File: config.mk
export PLATFORM = sky130hd
export DESIGN_NAME = clk_div_ctrl
export DESIGN_NICKNAME = d
export VERILOG_FILES = /design/src/rtl/clk_div_ctrl.sv
export SDC_FILE = /design/constraint.sdc
export NUM_CORES = 1
export LEC_CHECK = 0
export CAP_MARGIN = 15
export CORE_AREA = 2 2 109 111
export CTS_BUF_LIST = sky130_fd_sc_hd__clkbuf_8
export CTS_CLUSTER_SIZE = 28
export DETAILED_ROUTE_END_ITERATION = 16
export DIE_AREA = 0 0 111 113
export PLACE_DENSITY = 0.44
export RECOVER_POWER = 50
export SLEW_MARGIN = 20
export SYNTH_ARGS = -nofsm -noshare
export SYNTH_HDL_FRONTEND = slang
export SYNTH_SLANG_ARGS = --single-unit
export TNS_END_PERCENT = 30
File: constraint.sdc
create_clock -name clk_in -period 5.86 [get_ports clk_in]
set_input_delay 1.758 -clock clk_in [delete_from_list [all_inputs] [get_ports clk_in]]
set_output_delay 1.758 -clock clk_in [all_outputs]
set_load 0.05 [all_outputs]
File: src/rtl/clk_div_ctrl.sv
// Programmable clock-enable generator with boundary-synchronised reconfiguration.
// Config requests are validated, then applied in IDLE or at the next period boundary.
module clk_div_ctrl #(
    parameter int CNT_W = 8
) (
    input  logic             clk_in,
    input  logic             rst,
    input  logic             enable,
    input  logic             cfg_valid,
    input  logic [CNT_W-1:0] cfg_div,
    input  logic [CNT_W-1:0] cfg_high,
    output logic             cfg_ready,
    output logic             cfg_err,
    output logic             clk_out,
    output logic             period_start,
    output logic             running
);

    typedef enum logic [1:0] {
        IDLE,
        RUN,
        STOP_PEND
    } state_t;

    localparam logic [CNT_W-1:0] ONE      = CNT_W'(1);
    localparam logic [CNT_W-1:0] TWO      = CNT_W'(2);
    localparam logic [CNT_W-1:0] DIV_RST  = CNT_W'(3);
    localparam logic [CNT_W-1:0] HIGH_RST = CNT_W'(1);

    state_t           state_q, state_d;
    logic [CNT_W-1:0] cnt_q, cnt_d;
    logic [CNT_W-1:0] div_q, div_d;
    logic [CNT_W-1:0] high_q, high_d;
    logic [CNT_W-1:0] div_s_q, div_s_d;
    logic [CNT_W-1:0] high_s_q, high_s_d;
    logic             pend_q, pend_d;
    logic             en_q;
    logic             err_q, err_d;
    logic             clk_q, clk_d;
    logic             ps_q, ps_d;
    logic             run_q, run_d;

    logic             acc;
    logic             cfg_ok;
    logic             last;

    assign acc    = cfg_valid && !pend_q;
    assign cfg_ok = (cfg_div >= TWO) && (cfg_high >= ONE) && (cfg_high < cfg_div);
    assign last   = (state_q != IDLE) && (cnt_q == div_q - ONE);

    always_comb begin
        state_d  = state_q;
        cnt_d    = cnt_q;
        div_d    = div_q;
        high_d   = high_q;
        div_s_d  = div_s_q;
        high_s_d = high_s_q;
        pend_d   = pend_q;
        err_d    = 1'b0;

        if (last && pend_q) begin
            div_d  = div_s_q;
            high_d = high_s_q;
            pend_d = 1'b0;
        end

        // acc implies pend_q=0, so it never collides with the shadow load
        if (acc) begin
            if (!cfg_ok) begin
                err_d = 1'b1;
            end else if (state_q == IDLE) begin
                div_d  = cfg_div;
                high_d = cfg_high;
            end else begin
                div_s_d  = cfg_div;
                high_s_d = cfg_high;
                pend_d   = 1'b1;
            end
        end

        unique case (state_q)
            IDLE: begin
                cnt_d = '0;
                if (en_q) state_d = RUN;
            end
            RUN, STOP_PEND: begin
                if (last) begin
                    cnt_d   = '0;
                    state_d = en_q ? RUN : IDLE;
                end else begin
                    cnt_d   = cnt_q + ONE;
                    state_d = en_q ? RUN : STOP_PEND;
                end
            end
            default: begin
                cnt_d   = '0;
                state_d = IDLE;
            end
        endcase

        run_d = (state_d != IDLE);
        clk_d = run_d && (cnt_d < high_d);
        ps_d  = run_d && (cnt_d == '0);
    end

    always_ff @(posedge clk_in or negedge rst) begin
        if (!rst) begin
            state_q  <= IDLE;
            cnt_q    <= '0;
            div_q    <= DIV_RST;
            high_q   <= HIGH_RST;
            div_s_q  <= '0;
            high_s_q <= '0;
            pend_q   <= 1'b0;
            en_q     <= 1'b0;
            err_q    <= 1'b0;
            clk_q    <= 1'b0;
            ps_q     <= 1'b0;
            run_q    <= 1'b0;
        end else begin
            state_q  <= state_d;
            cnt_q    <= cnt_d;
            div_q    <= div_d;
            high_q   <= high_d;
            div_s_q  <= div_s_d;
            high_s_q <= high_s_d;
            pend_q   <= pend_d;
            en_q     <= enable;
            err_q    <= err_d;
            clk_q    <= clk_d;
            ps_q     <= ps_d;
            run_q    <= run_d;
        end
    end

    assign cfg_ready    = !pend_q;
    assign cfg_err      = err_q;
    assign clk_out      = clk_q;
    assign period_start = ps_q;
    assign running      = run_q;

endmodule
==> run summary, run 1 <==
Status: finished, violations left
Failing checks: max-capacitance violations, max-slew violations
First-pass GRT wire length: 10600 µm
DR WL/cell: 14.6 µm
R2R Path Start: div_q[0]$_DFF_PN1_
Power Total: 1.42 mW
Bufs on Longest Clock Path: 2
Row cnt: 39
Fmax: 203 MHz
Final worst setup slack: 0.929 ns
Hold slack: 0.510 ns
Net switching power of the design: 544 µW
TritonCTS clock tree: built
Initial detailed-routing violation count: 97
Most frequent cells after synthesis: dfrtp_1 (45), nand2_1 (24), o21ai_0 (22)
Worst hold start: high_s_q[3]$_DFFE_PN0P_
Area of the mapped netlist: 2770 µm²
# DRC: 0
Initial Utilization: 0.246
# setup viols final: 0
Root Driver: clkbuf_8
Sink Count: 48
DP Worst Slack: 0.635 ns
H-tree Lvls: 2
CTS resizes: 0
Die ar.: 12500 µm²
DR vias: 2011
Gpl congestion: 0.749
Synth area leaders: dfrtp_1 (41%), ha_1 (8.1%), mux2_2 (6.5%), mux2i_1 (5.4%), o21ai_0 (4.0%)
Fillers: 1178
Critical Path Fanout Max: 26
Vias per cell: 4.62
Worst setup SP type: input pin
Pwr Density: 434 nW/µm²
Die height: 113 µm
R2r setup slk: 2.34 ns
Post-synth cell types: 45
Post-synth EDFFs: 0
Dpl cells: 427
Min-delay worst type: reg2reg
Syn Nets: 307
Synth area leader: dfrtp_1
Final worst path period share: 0.841
Top-count cell post-synth: dfrtp_1
CTS buffer count: 5
Final Non-Filler Cells: 435
Worst Clk Skew: 0.00548 ns
Worst Hold Path Cells: 1
Top FF cell, synth: dfrtp_1
Share of layout cells above drive strength 1: 0.123
Max-cap violations: 1
Sw Share: 0.382
Cell area after layout: 3280 µm²
Hold Path End: high_s_q[3]$_DFFE_PN0P_
Hpwl dp: 4820 µm
Total grt overflow: 0
Hold-fix buffers, CTS: 0
Mapped Cells: 269
Comb pwr share: 0.419
Clock transition at path regs: 0.09 ns
Setup TNS: 0 ns
Worst IR drop on VDD: 0.000139 V
Die width: 111 µm
Max_slew headroom: -0.778
First-pass DRT Iterations: 4
Seq pwr share: 0.415
Synth top area share: 0.407
# port buffers: 24
Final-report hold violation count: 0
Number of synthesized register bits: 48
Sequential element share of the synthesized area: 0.435
Worst Setup End Kind: flop
DP Area: 3180 µm²
Max-slew violation count: 49
Routed Wire Length: 6370 µm
Min cycle time layout: 4.93 ns
Layout Nets: 329
Antenna diodes: 0
Synth warn: 0
Initial antenna violation count: 0
Pint: 879 µW
P_leak: 1.50 nW
Worst EP required: 6.10 ns
Largest net degree at the start of global routing: 49
Clk pwr share: 0.166
Worst R2R Path Depth: 14
WP data arrival: 5.18 ns
Core region area: 11300 µm²
P&R area growth vs syn: 18.5%
GRT Util Overall: 0.107
# IOs: 25
Final ANT Viol Nets: 0
Crit path kind: in2reg
Clk Latency, worst-skew pair: 0.30 ns
Post-CTS Repair Setup Buffers: 0
Ys async rst share: 1.00
Avg Inst Size Synth: 10.3 µm²
RSZ-0062 raised after global routing: no
Vias in the first global route: 1949
Worst reg2reg endpoint: clk_out$_DFF_PN0_
Worst Tran Pin Value: 2.67 ns
Final Core Density: 0.291
-- how the worst max path moves through the flow --
stage                from                end  slack, ns  cells past startpoint
2_1_floorplan  cfg_div[5]  clk_out$_DFF_PN0_       1.11                     14
3_3_place_gp   cfg_div[5]  clk_out$_DFF_PN0_       0.65                     15
3_5_place_dp   cfg_div[5]  clk_out$_DFF_PN0_       0.64                     15
4_1_cts        cfg_div[5]  clk_out$_DFF_PN0_       0.92                     15
5_1_grt        cfg_div[5]  clk_out$_DFF_PN0_       0.47                     15
6_report       cfg_div[5]  clk_out$_DFF_PN0_       0.93                     15
-- power groups by stage --
stage / clock network, mW / logic, mW / registers [mW]
final: 0.236 / 0.597 / 0.591
after detailed placement: 0 / 0.602 / 0.600
after global routing: 0.263 / 0.670 / 0.613
after CTS: 0.247 / 0.607 / 0.593
after global placement: 0 / 0.595 / 0.600
after floorplan: 0 / 0.434 / 0.586
-- critical path, cell delays in order --
cell and delay [ns]:
clkdlybuf4s50_1 0.54, inv_1 0.06, ha_1 0.30, a21oi_1 0.13, o21ai_0 0.08, a2111oi_0 0.44, nor4bb_4 0.39, buf_4 0.29
nand2_1 0.10, o21a_1 0.12, ha_1 0.29, a21o_1 0.16, a21o_1 0.17, a21oi_1 0.14, o2111a_1 0.19
-- flip-flops by register name, summed over array words and instances, names as in the netlist, 2 cells and up --
signal and cells:
div_q 8, high_s_q 8, cnt_q 8, state_q 2
div_s_q 8, high_q 8
-- layer usage --
metal / vias up / track usage / routed length (µm)
met1: 975 / 0.149 / 3040
met3: 5 / 0.0150 / 140
li1: 1001 / - / -
met5: - / 0 / 0
met2: 30 / 0.172 / 3100
met4: 0 / 0.0375 / 90
-- final cells by class --
| cell class | count | area, µm² | area share |
|---|---|---|---|
| Multi-Input combinational cell | 194 | 1480 | 0.450 |
| Sequential cell | 48 | 1200 | 0.367 |
| Timing Repair Buffer | 28 | 262 | 0.0796 |
| Tap cell | 143 | 179 | 0.0545 |
| Clock buffer | 5 | 68.8 | 0.0210 |
| Inverter | 14 | 52.6 | 0.0160 |
| Clock inverter | 3 | 38.8 | 0.0118 |
-- layout by cell type (no fill, tap or decap), types with 2 or more instances in the layout --
cell type / Yosys / layout
inv_1: 14 / 15
and2_1: 2 / 2
xor2_1: 8 / 8
nand4_1: 3 / 3
nor3_1: 4 / 4
dfstp_2: 3 / 3
mux2i_1: 15 / 15
a21o_1: 4 / 4
and3_1: 5 / 5
o21a_1: 9 / 9
o21ai_0: 22 / 22
clkbuf_8: 0 / 5
clkdlybuf4s50_1: 0 / 22
mux2_2: 16 / 16
nor2_1: 12 / 12
nand2_1: 24 / 24
ha_1: 18 / 18
nor4_1: 6 / 6
nand3_1: 5 / 5
xnor2_1: 8 / 8
a31oi_1: 2 / 2
buf_4: 0 / 3
or3_1: 2 / 2
dfrtp_1: 45 / 45
a21oi_1: 6 / 6
nand2b_1: 4 / 4
-- kinds of logic (layout without fill, tap and decap cells) --
logic type      Yosys count  after routing  synth area share
compound gates           55             55             0.136
xor+xnor                 16             16            0.0506
fa+ha+maj                18             18            0.0813
buf+inv                  27             50            0.0370
flops                    48             48             0.435
mux                      32             32             0.125
simple gates             73             73             0.136
Note: power is estimated with default switching activity, not from simulation.
==> run 2: changes to the inputs <==
==> constraint.sdc (replaced) <==
create_clock -name clk_in -period 4.7 [get_ports clk_in]
set_input_delay 1.41 -clock clk_in [delete_from_list [all_inputs] [get_ports clk_in]]
set_output_delay 1.41 -clock clk_in [all_outputs]
set_load 0.05 [all_outputs]
==> run 2 against run 1 <==
The flow still finishes with violations (max-capacitance violations, max-slew violations). Die area stayed put. First-iteration DRC count is 5.2% higher. Clock power is 32% higher. Setup slack worse by 0.65 ns. Critical path type unchanged. Cell area is 2.9% higher. Combinational power is 26% higher. Utilization is 0.85 points higher. Count of clock-buffer cells in the layout stayed put. Sequential power is 25% higher. Flip-flop and latch count stayed put.
==> run summary, run 2 (synthesis results as in run 1) <==
Worst IR drop on VDD: 0.000149 V (+7.3%)
Die height: 113 µm (unchanged)
# IOs: 25 (unchanged)
Worst R2R Path Depth: 14 (unchanged)
Min cycle time layout: 4.42 ns
Die width: 111 µm (unchanged)
Max_slew headroom: -0.811 (-0.0324)
Core region area: 11300 µm² (unchanged)
Worst Tran Pin Value: 2.72 ns (+0.0487 ns)
FF+latch area: 1200 µm² (unchanged)
Bufs on Longest Clock Path: 2 (unchanged)
# setup viols final: 0 (unchanged)
Vias per cell: 4.68 (+1.2%)
Initial Utilization: 0.246 (unchanged)
Hold-fix buffers, CTS: 0 (unchanged)
First-pass DRT Iterations: 4 (unchanged)
Hpwl dp: 4980 µm (+3.3%)
Max-slew violation count: 49 (unchanged)
DR vias: 2082 (+3.5%)
Fillers: 1164 (-1.2%)
DP Area: 3270 µm² (+2.8%)
GRT Util Overall: 0.112 (+0.00527)
Row cnt: 39 (unchanged)
Commonest non-fill, non-tap cell in the layout: dfrtp_1
Total grt overflow: 0 (unchanged)
Max-cap violations: 1 (unchanged)
DR WL/cell: 14.8 µm (+0.82%)
Clk Latency, worst-skew pair: 0.31 ns (about the same)
Routed Wire Length: 6570 µm (+3.1%)
# port buffers: 24 (unchanged)
Layout Nets: 339 (+3.0%)
Sink Count: 48 (unchanged)
Final Core Density: 0.300 (+0.00855)
P_leak: 1.54 nW (+3.2%)
WP data arrival: 4.67 ns (-0.51 ns)
Antenna diodes: 0 (unchanged)
Final ANT Viol Nets: 0 (unchanged)
Power Total: 1.80 mW (+27%)
Most frequent cells in the layout: dfrtp_1 (45), nand2_1 (24), o21ai_0 (22), clkdlybuf4s50_1 (22), ha_1 (18)
P&R area growth vs syn: 22.0%
TritonCTS clock tree: built
Final worst path period share: 0.940
Clock transition at path regs: 0.09 ns (about the same)
Status: finished, violations left
Worst setup SP type: input pin
Root Driver: clkbuf_8
Share of layout cells above drive strength 1: 0.156 (+0.0323)
Setup TNS: 0 ns (unchanged)
R2r setup slk: 1.18 ns (-1.16 ns)
Crit path kind: in2reg
CTS buffer count: 5 (unchanged)
Die ar.: 12500 µm² (unchanged)
Vias in the first global route: 2150 (+10%)
H-tree Lvls: 2 (unchanged)
Fmax: 226 MHz
Cell area after layout: 3380 µm² (+2.9%)
Pwr Density: 534 nW/µm² (+23%)
Worst Hold Path Cells: 1 (unchanged)
# DRC: 0 (unchanged)
Gpl congestion: 0.728 (-2.8%)
Dpl cells: 437 (+2.3%)
Hold slack: 0.512 ns (+0.00173 ns)
Final Non-Filler Cells: 445 (+2.3%)
Final-report hold violation count: 0 (unchanged)
Worst Clk Skew: 0.00656 ns (+0.00108 ns)
Largest net degree at the start of global routing: 49 (unchanged)
Critical Path Fanout Max: 13 (-50%)
First-pass GRT wire length: 11200 µm (+5.6%)
Initial antenna violation count: 0 (unchanged)
Area occupied by multi-input gates: 1480 µm² (about the same)
DP Worst Slack: -0.0716 ns (-0.707 ns)
Final worst setup slack: 0.282 ns (-0.648 ns)
Worst Setup End Kind: flop
Post-CTS Repair Setup Buffers: 0 (unchanged)
Min-delay worst type: reg2reg
Initial detailed-routing violation count: 102 (+5.2%)
Failing checks: max-capacitance violations, max-slew violations
Worst EP required: 4.95 ns (-1.15 ns)
## run 2: cell count changes in the layout (fill, tap and decap cells not counted)
| cell | change |
|---|---|
| buf_12 | +1 |
| buf_6 | +1 |
| a2111oi_0 | -1 |
| clkinvlp_4 | +1 |
| a2111oi_1 | +1 |
| buf_4 | +8 |
| inv_1 | -1 |
## run 2: power by group
part           internal, mW  switching [mW]
sequential            0.597           0.143
clock                 0.158           0.153
combinational         0.353           0.402
total                  1.11           0.697
## run 2: layout make-up
class | instances | share of cell area
multi-input combinational | 194 | 0.438
timing repair buffer | 38 | 0.104
tap | 143 | 0.0529
clock buffer | 5 | 0.0204
clock inverter | 3 | 0.0126
sequential | 48 | 0.357
inverter | 14 | 0.0155
## run 2: what timing repair did
item | 4_1_cts | 5_1_grt
gates resized for setup | 0 | 2
hold endpoints to repair | 0 | 0
setup endpoints to repair | 0 | 1
## run 2: path summary, 6_finish.rpt
| check | startpoint | endpoint |
|---|---|---|
| min in group asynchronous | rst | high_s_q[5]$_DFFE_PN0P_ |
| max in group asynchronous | rst | state_q[1]$_DFF_PN0_ |
| hold / removal | div_s_q[5]$_DFFE_PN0P_ | div_s_q[5]$_DFFE_PN0P_ |
| hold reg to reg | div_s_q[5]$_DFFE_PN0P_ | div_s_q[5]$_DFFE_PN0P_ |
| setup / recovery | cfg_div[5] | clk_out$_DFF_PN0_ |
| setup reg to reg | div_q[0]$_DFF_PN1_ | clk_out$_DFF_PN0_ |
## run 2: critical path, cell delays in order
cell	delay, ns
clkdlybuf4s50_1	0.48
inv_1	0.06
ha_1	0.30
a21oi_1	0.12
o21ai_0	0.09
a2111oi_1	0.37
buf_4	0.18
nor4bb_4	0.31
buf_6	0.19
nand2_1	0.07
o21a_1	0.12
ha_1	0.29
a21o_1	0.16
a21o_1	0.17
a21oi_1	0.15
o2111a_1	0.19
## run 2: per-layer routing
| metal | global-route usage | vias up | wire [µm] |
|---|---|---|---|
| met3 | 0.0161 | 6 | 110 |
| li1 | - | 1023 | - |
| met2 | 0.183 | 22 | 3120 |
| met5 | 0 | - | 0 |
| met1 | 0.152 | 1031 | 3210 |
| met4 | 0.0450 | 0 | 119 |
==> run 3: changes to the inputs <==
--- a/config.mk
+++ b/config.mk
@@ -13,7 +13,6 @@
 export DIE_AREA = 0 0 111 113
 export PLACE_DENSITY = 0.44
 export RECOVER_POWER = 50
-export SLEW_MARGIN = 20
 export SYNTH_ARGS = -nofsm -noshare
 export SYNTH_HDL_FRONTEND = slang
 export SYNTH_SLANG_ARGS = --single-unit
==> results of run 3 <==
No change in the layout: final DEF, timing and power equal those of run 2.
